--- config.mk ---
export PLATFORM = sky130hd
export DESIGN_NAME = jt10_adpcm_mix_interp
export DESIGN_NICKNAME = d
export VERILOG_FILES = /design/src/rtl/jt10_adpcm_mix_interp.sv
export SDC_FILE = /design/constraint.sdc
export NUM_CORES = 1
export LEC_CHECK = 0
export BUFFER_PORTS_ARGS = -buffer_cell sky130_fd_sc_hd__buf_2
export CAP_MARGIN = 25
export CORE_MARGIN = 10
export CORE_UTILIZATION = 65
export CTS_CLUSTER_SIZE = 20
export DETAILED_ROUTE_END_ITERATION = 7
export GPL_ROUTABILITY_DRIVEN = 0
export PLACE_DENSITY = 0.9
export SYNTH_ARGS = -nofsm -noshare
export SYNTH_HDL_FRONTEND = slang
export SYNTH_SLANG_ARGS = --single-unit
--- constraint.sdc ---
create_clock -name clk -period 6.83 [get_ports clk]
set_clock_uncertainty 0.15 [all_clocks]
set_input_delay 0.3415 -clock clk [delete_from_list [all_inputs] [get_ports clk]]
set_output_delay 0.3415 -clock clk [all_outputs]
set_load 0.05 [all_outputs]
--- src/rtl/jt10_adpcm_mix_interp.sv ---
`default_nettype none
// ============================================================================
// Module   : jt10_adpcm_mix_interp
// Purpose  : Sums CH serially delivered ADPCM channel samples per frame with
//            per-channel mute. The frame sum is upsampled by 2**RSH using
//            linear interpolation, or zero-order hold when interpolation is
//            off. The upsampled value is saturated to OW bits.
// Option   : define JT10_MIX_PEAK_EN to add a peak-magnitude meter
//            (peak_clr / peak_out).
// Revision : 1.0 - initial parametrised release
// ============================================================================
module jt10_adpcm_mix_interp #(
  parameter int CH    = 6,
  parameter int IW    = 16,
  parameter int OW    = 16,
  parameter int GUARD = 3,
  parameter int RSH   = 2
) (
  input  logic                    clk,
  input  logic                    rst_n,
  input  logic                    cen,
  input  logic                    in_valid,
  input  logic [$clog2(CH)-1:0]   in_ch,
  input  logic                    in_last,
  input  logic [IW-1:0]           pcm_in,
  input  logic [CH-1:0]           ch_mute,
  input  logic                    interp_en,
  input  logic                    out_tick,
`ifdef JT10_MIX_PEAK_EN
  input  logic                    peak_clr,
  output logic [OW-1:0]           peak_out,
`endif
  output logic [OW-1:0]           pcm_out,
  output logic                    out_strobe
);

  localparam int AW   = IW + GUARD;
  localparam int CW   = $clog2(CH);
  localparam int CNTW = (RSH > 0) ? RSH : 1;
  localparam logic [CNTW-1:0] CNT_LIM = CNTW'((1 << RSH) - 1);
  // Saturation limits expressed at the interpolator width
  localparam logic signed [AW:0] SAT_MAX = {{(AW-OW+2){1'b0}}, {(OW-1){1'b1}}};
  localparam logic signed [AW:0] SAT_MIN = ~SAT_MAX;

  // Parameter sanity checks, resolved at elaboration
  if (GUARD < CW) begin : g_bad_guard
    $error("jt10_adpcm_mix_interp: GUARD must be >= clog2(CH)");
  end
  if (OW > AW) begin : g_bad_ow
    $error("jt10_adpcm_mix_interp: OW must be <= IW+GUARD");
  end
  if (CH < 2 || CH > 16) begin : g_bad_ch
    $error("jt10_adpcm_mix_interp: CH must be in 2..16");
  end
  if (RSH < 0 || RSH > 4) begin : g_bad_rsh
    $error("jt10_adpcm_mix_interp: RSH must be in 0..4");
  end

  logic signed [AW-1:0] acc;
  logic signed [AW-1:0] cur;
  logic signed [AW:0]   pos;
  logic signed [AW:0]   step;
  logic [CNTW-1:0]      cnt;

  logic                 ch_ok;
  logic                 use_sample;
  logic                 frame_close;
  logic                 tick;
  logic signed [AW-1:0] sample_ext;
  logic signed [AW-1:0] sum;
  logic signed [AW:0]   diff;
  logic [OW-1:0]        sat_val;

  // Sample qualification: out-of-range indices and muted channels add nothing
  always_comb begin
    ch_ok       = ({1'b0, in_ch} < (CW+1)'(CH));
    use_sample  = ch_ok && !ch_mute[in_ch];
    sample_ext  = {{GUARD{pcm_in[IW-1]}}, pcm_in};
    sum         = acc + (use_sample ? sample_ext : '0);
    diff        = {sum[AW-1], sum} - {cur[AW-1], cur};
    frame_close = cen & in_valid & in_last;
    tick        = cen & out_tick;
  end

  // Clamp the current interpolator position to the output range
  always_comb begin
    sat_val = pos[OW-1:0];
    if (pos > SAT_MAX) begin
      sat_val = SAT_MAX[OW-1:0];
    end else if (pos < SAT_MIN) begin
      sat_val = SAT_MIN[OW-1:0];
    end
  end

  // Frame accumulator; the closing sample lands in cur and acc restarts
  always_ff @(posedge clk or negedge rst_n) begin
    if (!rst_n) begin
      acc <= '0;
      cur <= '0;
    end else if (cen && in_valid) begin
      if (in_last) begin
        acc <= '0;
        cur <= sum;
      end else begin
        acc <= sum;
      end
    end
  end

  // Interpolator: a frame close reloads the ramp and wins over a tick step
  always_ff @(posedge clk or negedge rst_n) begin
    if (!rst_n) begin
      pos  <= '0;
      step <= '0;
      cnt  <= '0;
    end else if (frame_close) begin
      cnt <= '0;
      if (interp_en) begin
        pos  <= {cur[AW-1], cur};
        step <= diff >>> RSH;
      end else begin
        pos  <= {sum[AW-1], sum};
        step <= '0;
      end
    end else if (tick && (cnt < CNT_LIM)) begin
      pos <= pos + step;
      cnt <= cnt + CNTW'(1);
    end
  end

  // Output register: present the pre-update position on every tick
  always_ff @(posedge clk or negedge rst_n) begin
    if (!rst_n) begin
      pcm_out    <= '0;
      out_strobe <= 1'b0;
    end else begin
      out_strobe <= tick;
      if (tick) begin
        pcm_out <= sat_val;
      end
    end
  end

`ifdef JT10_MIX_PEAK_EN
  logic [OW-1:0] sat_abs;

  // Magnitude of the outgoing sample; the most negative code folds to max
  always_comb begin
    if (sat_val == SAT_MIN[OW-1:0]) begin
      sat_abs = SAT_MAX[OW-1:0];
    end else if (sat_val[OW-1]) begin
      sat_abs = OW'(-sat_val);
    end else begin
      sat_abs = sat_val;
    end
  end

  // Peak meter; a clear coinciding with a tick restarts from this sample
  always_ff @(posedge clk or negedge rst_n) begin
    if (!rst_n) begin
      peak_out <= '0;
    end else if (cen) begin
      if (out_tick) begin
        if (peak_clr || (sat_abs > peak_out)) begin
          peak_out <= sat_abs;
        end
      end else if (peak_clr) begin
        peak_out <= '0;
      end
    end
  end
`endif

endmodule
`default_nettype wire
---- Word-level counts from Yosys, hierarchy flattened ----
Index checks and enable logic that the tools add are counted.
storage, ports and cells
  register bits ........................... 97
  logic and storage cells ................. 37
  output and inout bits ................... 17
operators by class
  add/sub/neg operators ................... 4
  reductions and logical operators ........ 6
  bitwise gates (word level) .............. 3
  magnitude comparators ................... 5
  multiplexer cells ....................... 12
operators with widths
  operator              count
  $mux 20               4
  $mux 19               2
  $mux 16               2
  $add 20x20->20        1
  $gt 20x16->1 const B  1
  $lt 20x16->1 const B  1
  $sub 19x19->20        1
  $add 19x19->19        1
  $lt 3x4->1 const B    1
  $mux 2                2
  $and 1x1->1           3
  $bmux 1 s3            1
  $logic_and 1x1->1     3
  $lt 3x3->1 const B    1
  $add 2x1->2 const B   1
  $lt 2x2->1 const B    1
  $reduce_and 2->1      1
  $reduce_bool 2->1     1
  $logic_not 1->1       1
  $mux 1                1

---- Longest topological paths before layout ----
Gate-level depths: netlist (run 1).
  word-level depth ........................ 8
  gate-level depth with buffers ........... 24
  gate-level depth less buffers ........... 23

---- Worst setup path before layout (run 1) ----
OpenSTA, ideal clock, no wires.
  path type ............................... input to register
  start ................................... in in_ch[0]
  end ..................................... reg step[10]
  library setup time ...................... 0.122 ns
  arrival time ............................ 4.615 ns
  slack ................................... 1.943 ns
  cell stages on the path ................. 22
  required time ........................... 6.558 ns
  path through ............................ mux4_2 o21ai_1 clkbuf_1 and2_1 ha_1 inv_1 fa_1 nor2b_1 o31a_1 o21ai_0 nand2b_1 xnor2_1 inv_1 ha_1 a21o_1 a21o_1 a21o_1 o21a_1 o21ai_1 a21boi_1 or3_1 a32o_1
on the way
  word-level cells in the longest chain between the ends .. 8
RTL lines
  element                       line  RTL
  from (decl)                   23    input logic [$clog2(CH)-1:0] in_ch,
  $bmux 1 s3                    77    use_sample = ch_ok && !ch_mute[in_ch];
  $mux 1 (implied by the code)  77
  $logic_not 1->1               77
  $logic_and 1x1->1 (*)         77
  $mux 19 (*)                   79    sum = acc + (use_sample ? sample_ext : '0);
  $add 19x19->19 (*)            79
  named net sum[6]              70    logic signed [AW-1:0] sum;
  $sub 19x19->20 (*)            80    diff = {sum[AW-1], sum} - {cur[AW-1], cur};
  $mux 20 (*)                   118   if (interp_en) begin
  to (signal assigned)          120   step <= diff >>> RSH;
  to (decl)                     62    logic signed [AW:0] step;
Mark *: on every way through the listed nets, which the timed path passes. The rest lies on a longest branch. The select of a mux whose other input is x is not followed.
A chain may end at the register's enable or synchronous reset.

---- Final worst setup path (run 1) ----
Ends and elaborated chain as after synthesis.

==> results by group, run 1 <==
Critical path
  • Worst Path Arrival: around 5300 ps
  • Slowest CP cell: o21ai_1
  • Critical path, cell by cell: buf_2 -> mux4_2 -> o21ai_1 -> and2_1 -> ha_1 -> inv_1 -> fa_1 -> nor2b_1 -> o31a_1 -> o21ai_0 -> nand2b_1 -> xnor2_1 -> inv_1 -> ha_1 -> a21o_1 -> a21o_1 -> a21o_1 -> o21a_1 -> o21ai_1 -> a21boi_1 -> or3_1 -> a32o_1
  • Crit Path Category: in2reg
  • Nature of the critical path startpoint: primary input
  • CP max stage delay: 550 ps
  • Cell repeated most along the worst path: a21o_1
  • Worst setup EP type: register
  • WP data required: 6950 ps
  • Worst Path Max Fanout: 16

Global routing
  • Initial antenna violation count: 0
  • Gr ovfl total: 0
  • Vias in the first global route: 5622
  • Largest net degree at the start of global routing: 67
  • First-pass GRT wire length: 26040 µm
  • GRT Util Overall: between 20 and 25%

Floorplan
  • Core Area: roughly 9700 µm²
  • FP Rows: 36
  • Die area: 14330 µm²
  • Num ports: between 40 and 50
  • Die Span X: approximately 120 µm
  • Die Ht: 119.7 µm
  • Initial Util: approximately two thirds

Job
  • Max-cap violations: 0

Cells and area
  • Layout cell share with drive strength beyond 1: 10.93%
  • Ant diodes: 0
  • Commonest non-fill, non-tap cell in the layout: nand2_1
  • Area occupied by multi-input gates: 3812 µm²
  • Final core utilization: slightly above 70%
  • Fin cells: 911
  • Fill cell count: ~740
  • Final #Nets: about 860
  • P&R area growth vs syn: 8.693%
  • Commonest non-fill, non-tap cells in the layout: 100 x nand2_1, 95 x dfrtp_1, 66 x o21ai_0, 58 x a21oi_1, 56 x ha_1
  • Register area: 2377 µm²

Drt
  • Total wire length: 15350 µm
  • Vias/cell: 6.095
  • Per-cell routed wire length: 16.85 µm
  • Pre-antenna DRT Iters: 8
  • DRC: 1
  • Vias: 5553
  • Final antenna-violating net count: 0
  • Iteration-0 DRC Markers: 357

Hold path
  • Min-delay worst type: in2reg

Power
  • Leakage: 0.003492 µW
  • P_sw: around 1400 µW
  • Flop pwr share: 31.0%
  • Comb power frac: 55.6%
  • Max IR drop VDD: approximately 0.19 mV
  • Sw Ratio: 45.79%
  • Power share of the clock group: 13.5%
  • Power density cells: 424.1 nW/µm²
  • Int Power: between 1500 and 2000 µW
  • Total power: 2979 µW

Yosys
  • Register bit total from synthesis: 95
  • Register area share after synthesis: between 30% and 40%
  • Post-synth cell types: 62
  • Synth Area per Inst: 8.757 µm²
  • Async set or reset register ratio after synthesis: 100.0%
  • Number of synthesis warnings: 0
  • Syn Nets: 828
  • Post-Syn Instances: about 740
  • Mapped cell area: 6462 µm²
  • Main synth FF type: dfrtp_1
  • Number of synthesized flops with an enable pin: 0

Clocking
  • Post_cts resized: 0
  • CTS Buf Count: 9
  • Clk_lat worst skew: 380 ps
  • CTS Root Cell: clkbuf_8
  • CTS Buffer Depth: 2
  • Worst-path clk slew: 90 ps
  • H-Tree Level Count: 3
  • Setup bufs post-CTS: 0
  • CTS tree: done
  • CTS Sinks: 95
  • Cts hold-fix bufs: 1

Timing
  • Pins Over Slew Limit: 0
  • Worst-Margin Slew: 869.1 ps
  • F_max: roughly 190 MHz
  • WHS: 161.7 ps
  • RSZ-0062 raised after global routing: false
  • Final setup fails: 0
  • Post-layout min period: 5187 ps
  • Final Hold Vio Count: 0
  • Share of the clock period used by the worst path: 75.95%
  • Worst slew margin: 41.85%
  • TNS Setup: 0 ps

Run status
  • Failing checks: DRC
  • Outcome: finished with violations

Place
  • PortBufs: 48
  • Detailed Place HPWL: 11120 µm
  • Placed Cells: 894
==> power by group through the flow <==
stage / logic (µW) / clock network, µW / registers (µW)
6_report: 1650 / 401 / 923
5_1_grt: 1840 / 422 / 949
4_1_cts: 1630 / 400 / 920
3_5_place_dp: 1610 / 0 / 930
3_3_place_gp: 1520 / 0 / 914
2_1_floorplan: 1120 / 0 / 1060
==> layout make-up <==
type	instances	area share, %
Multi-Input combinational cell	569	54.28
Clock buffer	13	2.405
Inverter	43	2.298
Tap cell	133	2.369
Sequential cell	95	33.84
Timing Repair Buffer	55	4.239
Clock inverter	3	0.5700
==> flip-flops by register name, indices dropped and copies added, names as in the netlist <==
signal / cells
cnt: 2
acc: 19
cur: 19
step: 18
pcm_out: 16
out_strobe: 1
pos: 20
==> metrics by stage <==
step           setup WS (ps)  instance area [µm²]
2_1_floorplan           1943                 6462
3_3_place_gp            1496                 6798
3_5_place_dp            1272                 6805
4_1_cts                 1656                 7024
5_1_grt                 1192                 7024
6_report                1643                 7024
==> layer usage <==
metal  global-route usage [%]  routed length [µm]  vias to the layer above
met4                    8.145                 314                        0
li1                         -                   -                     2686
met3                    4.173                1037                       36
met5                        0                   0                        -
met1                    27.58                6896                     2643
met2                    35.66                7099                      188
==> critical path, delay by kind of cell <==
family | cells | cell delay, ps
simple gates | 4 | 810
mux | 1 | 490
xor+xnor | 1 | 170
buf+inv | 3 | 300
compound gates | 10 | 2240
fa+ha+maj | 3 | 940
==> cells by family after synthesis <==
| logic type | share of synthesized area (%) |
|---|---|
| AO/OA/AOI/OAI | 23.62 |
| buffers and inverters | 4.298 |
| XOR/XNOR | 6.215 |
| AND/OR/NAND/NOR | 16.32 |
| adder cells (fa/ha/maj) | 11.46 |
| flip-flops | 36.79 |
| multiplexers | 1.297 |
==> final timing paths <==
check                                       startpoint                     end  slack (ps)  cells past startpoint
worst min-delay path                           in_last      acc[1]$_DFFE_PN0P_         160                      2
worst min register to register  pcm_out[4]$_DFFE_PN0P_  pcm_out[4]$_DFFE_PN0P_         310                      2
max in group asynchronous                        rst_n     cur[18]$_DFFE_PN0P_        5090                      3
worst max register to register      acc[0]$_DFFE_PN0P_    step[10]$_DFFE_PN0P_        2620                     18
min in group asynchronous                        rst_n      pos[3]$_DFFE_PN0P_         290                      2
worst max-delay path                          in_ch[0]    step[10]$_DFFE_PN0P_        1640                     22
==> synthesized netlist by cell type (7+ instances only) <==
library cell	instances	area [µm²]
inv_1	43	161.4
dfrtp_1	95	2377
o21ai_0	66	330.3
a21oi_1	58	290.3
and2_1	18	112.6
nor2_1	41	153.9
nand3_1	8	40.04
nand2_1	100	375.4
a22o_1	17	148.9
xor2_1	21	183.9
a21o_1	15	112.6
nand2b_1	8	50.05
ha_1	56	700.7
a31oi_1	8	50.05
o31ai_1	7	52.55
nor2b_1	7	43.79
xnor2_1	23	201.4
or3_1	9	56.30
a211oi_1	16	120.1
nor3_1	11	55.05
clkbuf_1	26	97.59
o211ai_1	8	60.06
No activity file was read; power rests on OpenSTA's default activity.
==> run 2: changes to the inputs <==
--- a/config.mk
+++ b/config.mk
@@ -8,11 +8,11 @@
 export BUFFER_PORTS_ARGS = -buffer_cell sky130_fd_sc_hd__buf_2
 export CAP_MARGIN = 25
 export CORE_MARGIN = 10
-export CORE_UTILIZATION = 65
+export CORE_UTILIZATION = 55
 export CTS_CLUSTER_SIZE = 20
 export DETAILED_ROUTE_END_ITERATION = 7
 export GPL_ROUTABILITY_DRIVEN = 0
-export PLACE_DENSITY = 0.9
+export PLACE_DENSITY = 0.82
 export SYNTH_ARGS = -nofsm -noshare
 export SYNTH_HDL_FRONTEND = slang
 export SYNTH_SLANG_ARGS = --single-unit
==> constraint.sdc (replaced) <==
create_clock -name clk -period 4.75 [get_ports clk]
set_clock_uncertainty 0.15 [all_clocks]
set_input_delay 0.2375 -clock clk [delete_from_list [all_inputs] [get_ports clk]]
set_output_delay 0.2375 -clock clk [all_outputs]
set_load 0.05 [all_outputs]
==> run 2 against run 1 <==
  * The flow now finishes without violations
  * Highest routed layer unchanged
  * Critical path depth stayed put
  * Global-route usage decreased by 2.7 points
  * Via count shrank 1.1%
  * Clock-buffer cell count down 2
  * Worst setup slack worse by 1300 ps
  * Hold slack lost 80 ps
  * Sequential cell count unchanged
  * Design area rose by 3.1%
  * Die area rose by 15%
  * Critical endpoint unchanged
  * Cell count increased by 2.4%
==> results by group, run 2 (synthesis results as in run 1) <==
Timing
  • Share of the clock period used by the worst path: 93.19%
  • Pins Over Slew Limit: 0 (unchanged)
  • TNS Setup: 0 ps (unchanged)
  • Worst slew margin: 42.10% (was 41.85%)
  • F_max: 225.9 MHz
  • Final Hold Vio Count: 0 (unchanged)
  • Post-layout min period: 4427 ps
  • Worst-Margin Slew: 865.3 ps (was 869.1 ps)
  • Final setup fails: 0 (unchanged)
  • WHS: 81.78 ps (was 161.7 ps)

Job
  • Max-cap violations: 0 (unchanged)

Global routing
  • First-pass GRT wire length: 25870 µm (was 26040 µm)
  • Gr ovfl total: 0 (unchanged)
  • Vias in the first global route: 5533 (was 5622)
  • Initial antenna violation count: 0 (unchanged)
  • GRT Util Overall: 18.97% (was 21.62%)
  • Largest net degree at the start of global routing: 50 (was 67)

Cells and area
  • Top flop regs: pos x20, acc x19, cur x19 (unchanged)
  • Ant diodes: 0 (unchanged)
  • Design Area, Final: 7243 µm² (was 7024 µm²)
  • Layout cell share with drive strength beyond 1: 12.91% (was 10.93%)
  • Final #Nets: 875 (was 863)
  • Fill cell count: 930 (was 735)
  • Commonest non-fill, non-tap cell in the layout: nand2_1 (unchanged)
  • Register with the most flip-flops: pos (unchanged)
  • Commonest non-fill, non-tap cells in the layout: 100 x nand2_1, 95 x dfrtp_1, 65 x o21ai_0, 56 x a21oi_1, 56 x ha_1 (was 100 x nand2_1, 95 x dfrtp_1, 66 x o21ai_0, 58 x a21oi_1, 56 x ha_1)
  • Max FFs per register: 20 (unchanged)
  • P&R area growth vs syn: 12.08% (was 8.693%)

Drt
  • Vias: 5492 (was 5553)
  • Pre-antenna DRT Iters: 5 (was 8)
  • Per-cell routed wire length: 16.48 µm (was 16.85 µm)
  • DRC: 0 (was 1)
  • Total wire length: 15370 µm (was 15350 µm)
  • Final antenna-violating net count: 0 (unchanged)
  • Vias/cell: 5.886 (was 6.095)
  • Iteration-0 DRC Markers: 359 (was 357)

Clocking
  • H-Tree Level Count: 3 (unchanged)
  • Worst-path clk slew: 70 ps (was 90 ps)
  • CTS Buf Count: 9 (unchanged)
  • CTS Sinks: 95 (unchanged)
  • CTS Root Cell: clkbuf_16 (was clkbuf_8)
  • CTS tree: done (unchanged)
  • CTS Buffer Depth: 2 (unchanged)
  • Clk_lat worst skew: 360 ps (was 380 ps)

Place
  • Detailed Place HPWL: 11410 µm (was 11120 µm)
  • Placed Instance Area: 6885 µm² (was 6805 µm²)
  • PortBufs: 48 (unchanged)

Floorplan
  • Initial Util: 56.36% (was 66.42%)
  • Die Span X: 128.4 µm (was 119.7 µm)
  • Num ports: 49 (unchanged)
  • Die Ht: 128.4 µm (was 119.7 µm)
  • Die area: 16490 µm² (was 14330 µm²)
  • Core Area: 11470 µm² (was 9729 µm²)
  • FP Rows: 39 (was 36)

Critical path
  • Crit Path Category: in2reg (unchanged)
  • WP data required: 4850 ps (was 6950 ps)
  • Worst Path Max Fanout: 5 (was 16)
  • Worst setup EP type: register (unchanged)
  • Nature of the critical path startpoint: primary input (unchanged)
  • Worst Path Arrival: 4520 ps (was 5310 ps)

Power
  • Power density cells: 618.3 nW/µm² (was 424.1 nW/µm²)
  • Max IR drop VDD: 0.5124 mV (was 0.1932 mV)
  • Total power: 4478 µW (was 2979 µW)
  • Leakage: 0.003588 µW (was 0.003492 µW)

Hold path
  • Min-delay worst type: in2reg (unchanged)

Run status
  • Outcome: complete, no violations (was finished with violations)
## run 2: cell types whose count changed in the layout (fill, tap and decap cells not counted), sizes merged
cell / previous run / this run
buf: 54 / 66
clkbuf: 13 / 11
clkinv: 2 / 1
clkinvlp: 0 / 3
## run 2: stage by stage
step / utilization, % / setup slack, ps / instances
global route: 63.16 / -3.261 / 933
global placement: 59.98 / 28.52 / 912
finish: 63.16 / 323.5 / 933
floorplan: - / 12.84 / 738
CTS: 62.75 / 255.6 / 930
detailed placement: 60.04 / -115.9 / 913
## run 2: layout make-up
cell class	count	area, µm²	area share, %
clock buffer	11	242.7	3.351
clock inverter	5	57.56	0.7946
inverter	43	161.4	2.228
multi-input combinational	569	3837	52.98
sequential	95	2377	32.82
tap	143	178.9	2.470
timing repair buffer	67	387.9	5.355
## run 2: timing repair
| item | in CTS | in global routing |
|---|---|---|
| gates resized for setup | 0 | 6 |
| buffers inserted | 0 | 3 |
| hold endpoints to repair | 48 | 0 |
| hold buffers | 1 | 0 |
| setup endpoints to repair | 0 | 5 |
## run 2: critical path: stages
cell,delay (ps)
buf_2,110
mux4_2,490
o21ai_1,160
and2_1,140
ha_1,150
inv_1,60
fa_1,410
nor2b_1,150
o31a_1,190
o21ai_0,80
nand2b_1,110
xnor2_2,130
inv_1,90
ha_1,340
a21o_1,210
a21o_1,180
a21o_1,200
o21a_1,210
o21ai_1,170
a21boi_1,120
or3_1,330
a32o_1,250
## run 2: path summary, 6_finish.rpt
path                                         startpoint                 endpoint  slack, ps  cells past startpoint
worst min register to register  pcm_out[11]$_DFFE_PN0P_  pcm_out[11]$_DFFE_PN0P_        310                      2
worst min-delay path                            in_last      acc[17]$_DFFE_PN0P_         80                      2
worst max register to register       acc[0]$_DFFE_PN0P_     step[10]$_DFFE_PN0P_        730                     18
min in group asynchronous                         rst_n   pcm_out[1]$_DFFE_PN0P_        290                      2
max in group asynchronous                         rst_n      step[4]$_DFFE_PN0P_       3100                      3
worst max-delay path                           in_ch[0]     step[10]$_DFFE_PN0P_        320                     22
## run 2: power by group
part | internal (µW) | switching [µW] | total, µW
sequential | 1110 | 227 | 1330
clock | 422 | 328 | 750
combinational | 961 | 1430 | 2390
total | 2490 | 1990 | 4480
## run 2: layer usage
layer	part of all wire (%)	GRT usage (%)	vias up	wire (µm)
met2	45	29.79	163	6887
met1	47	24.80	2585	7186
met3	6.6	4.846	25	1019
li1	-	-	2719	-
met5	0	0	-	0
met4	1.8	6.821	0	280
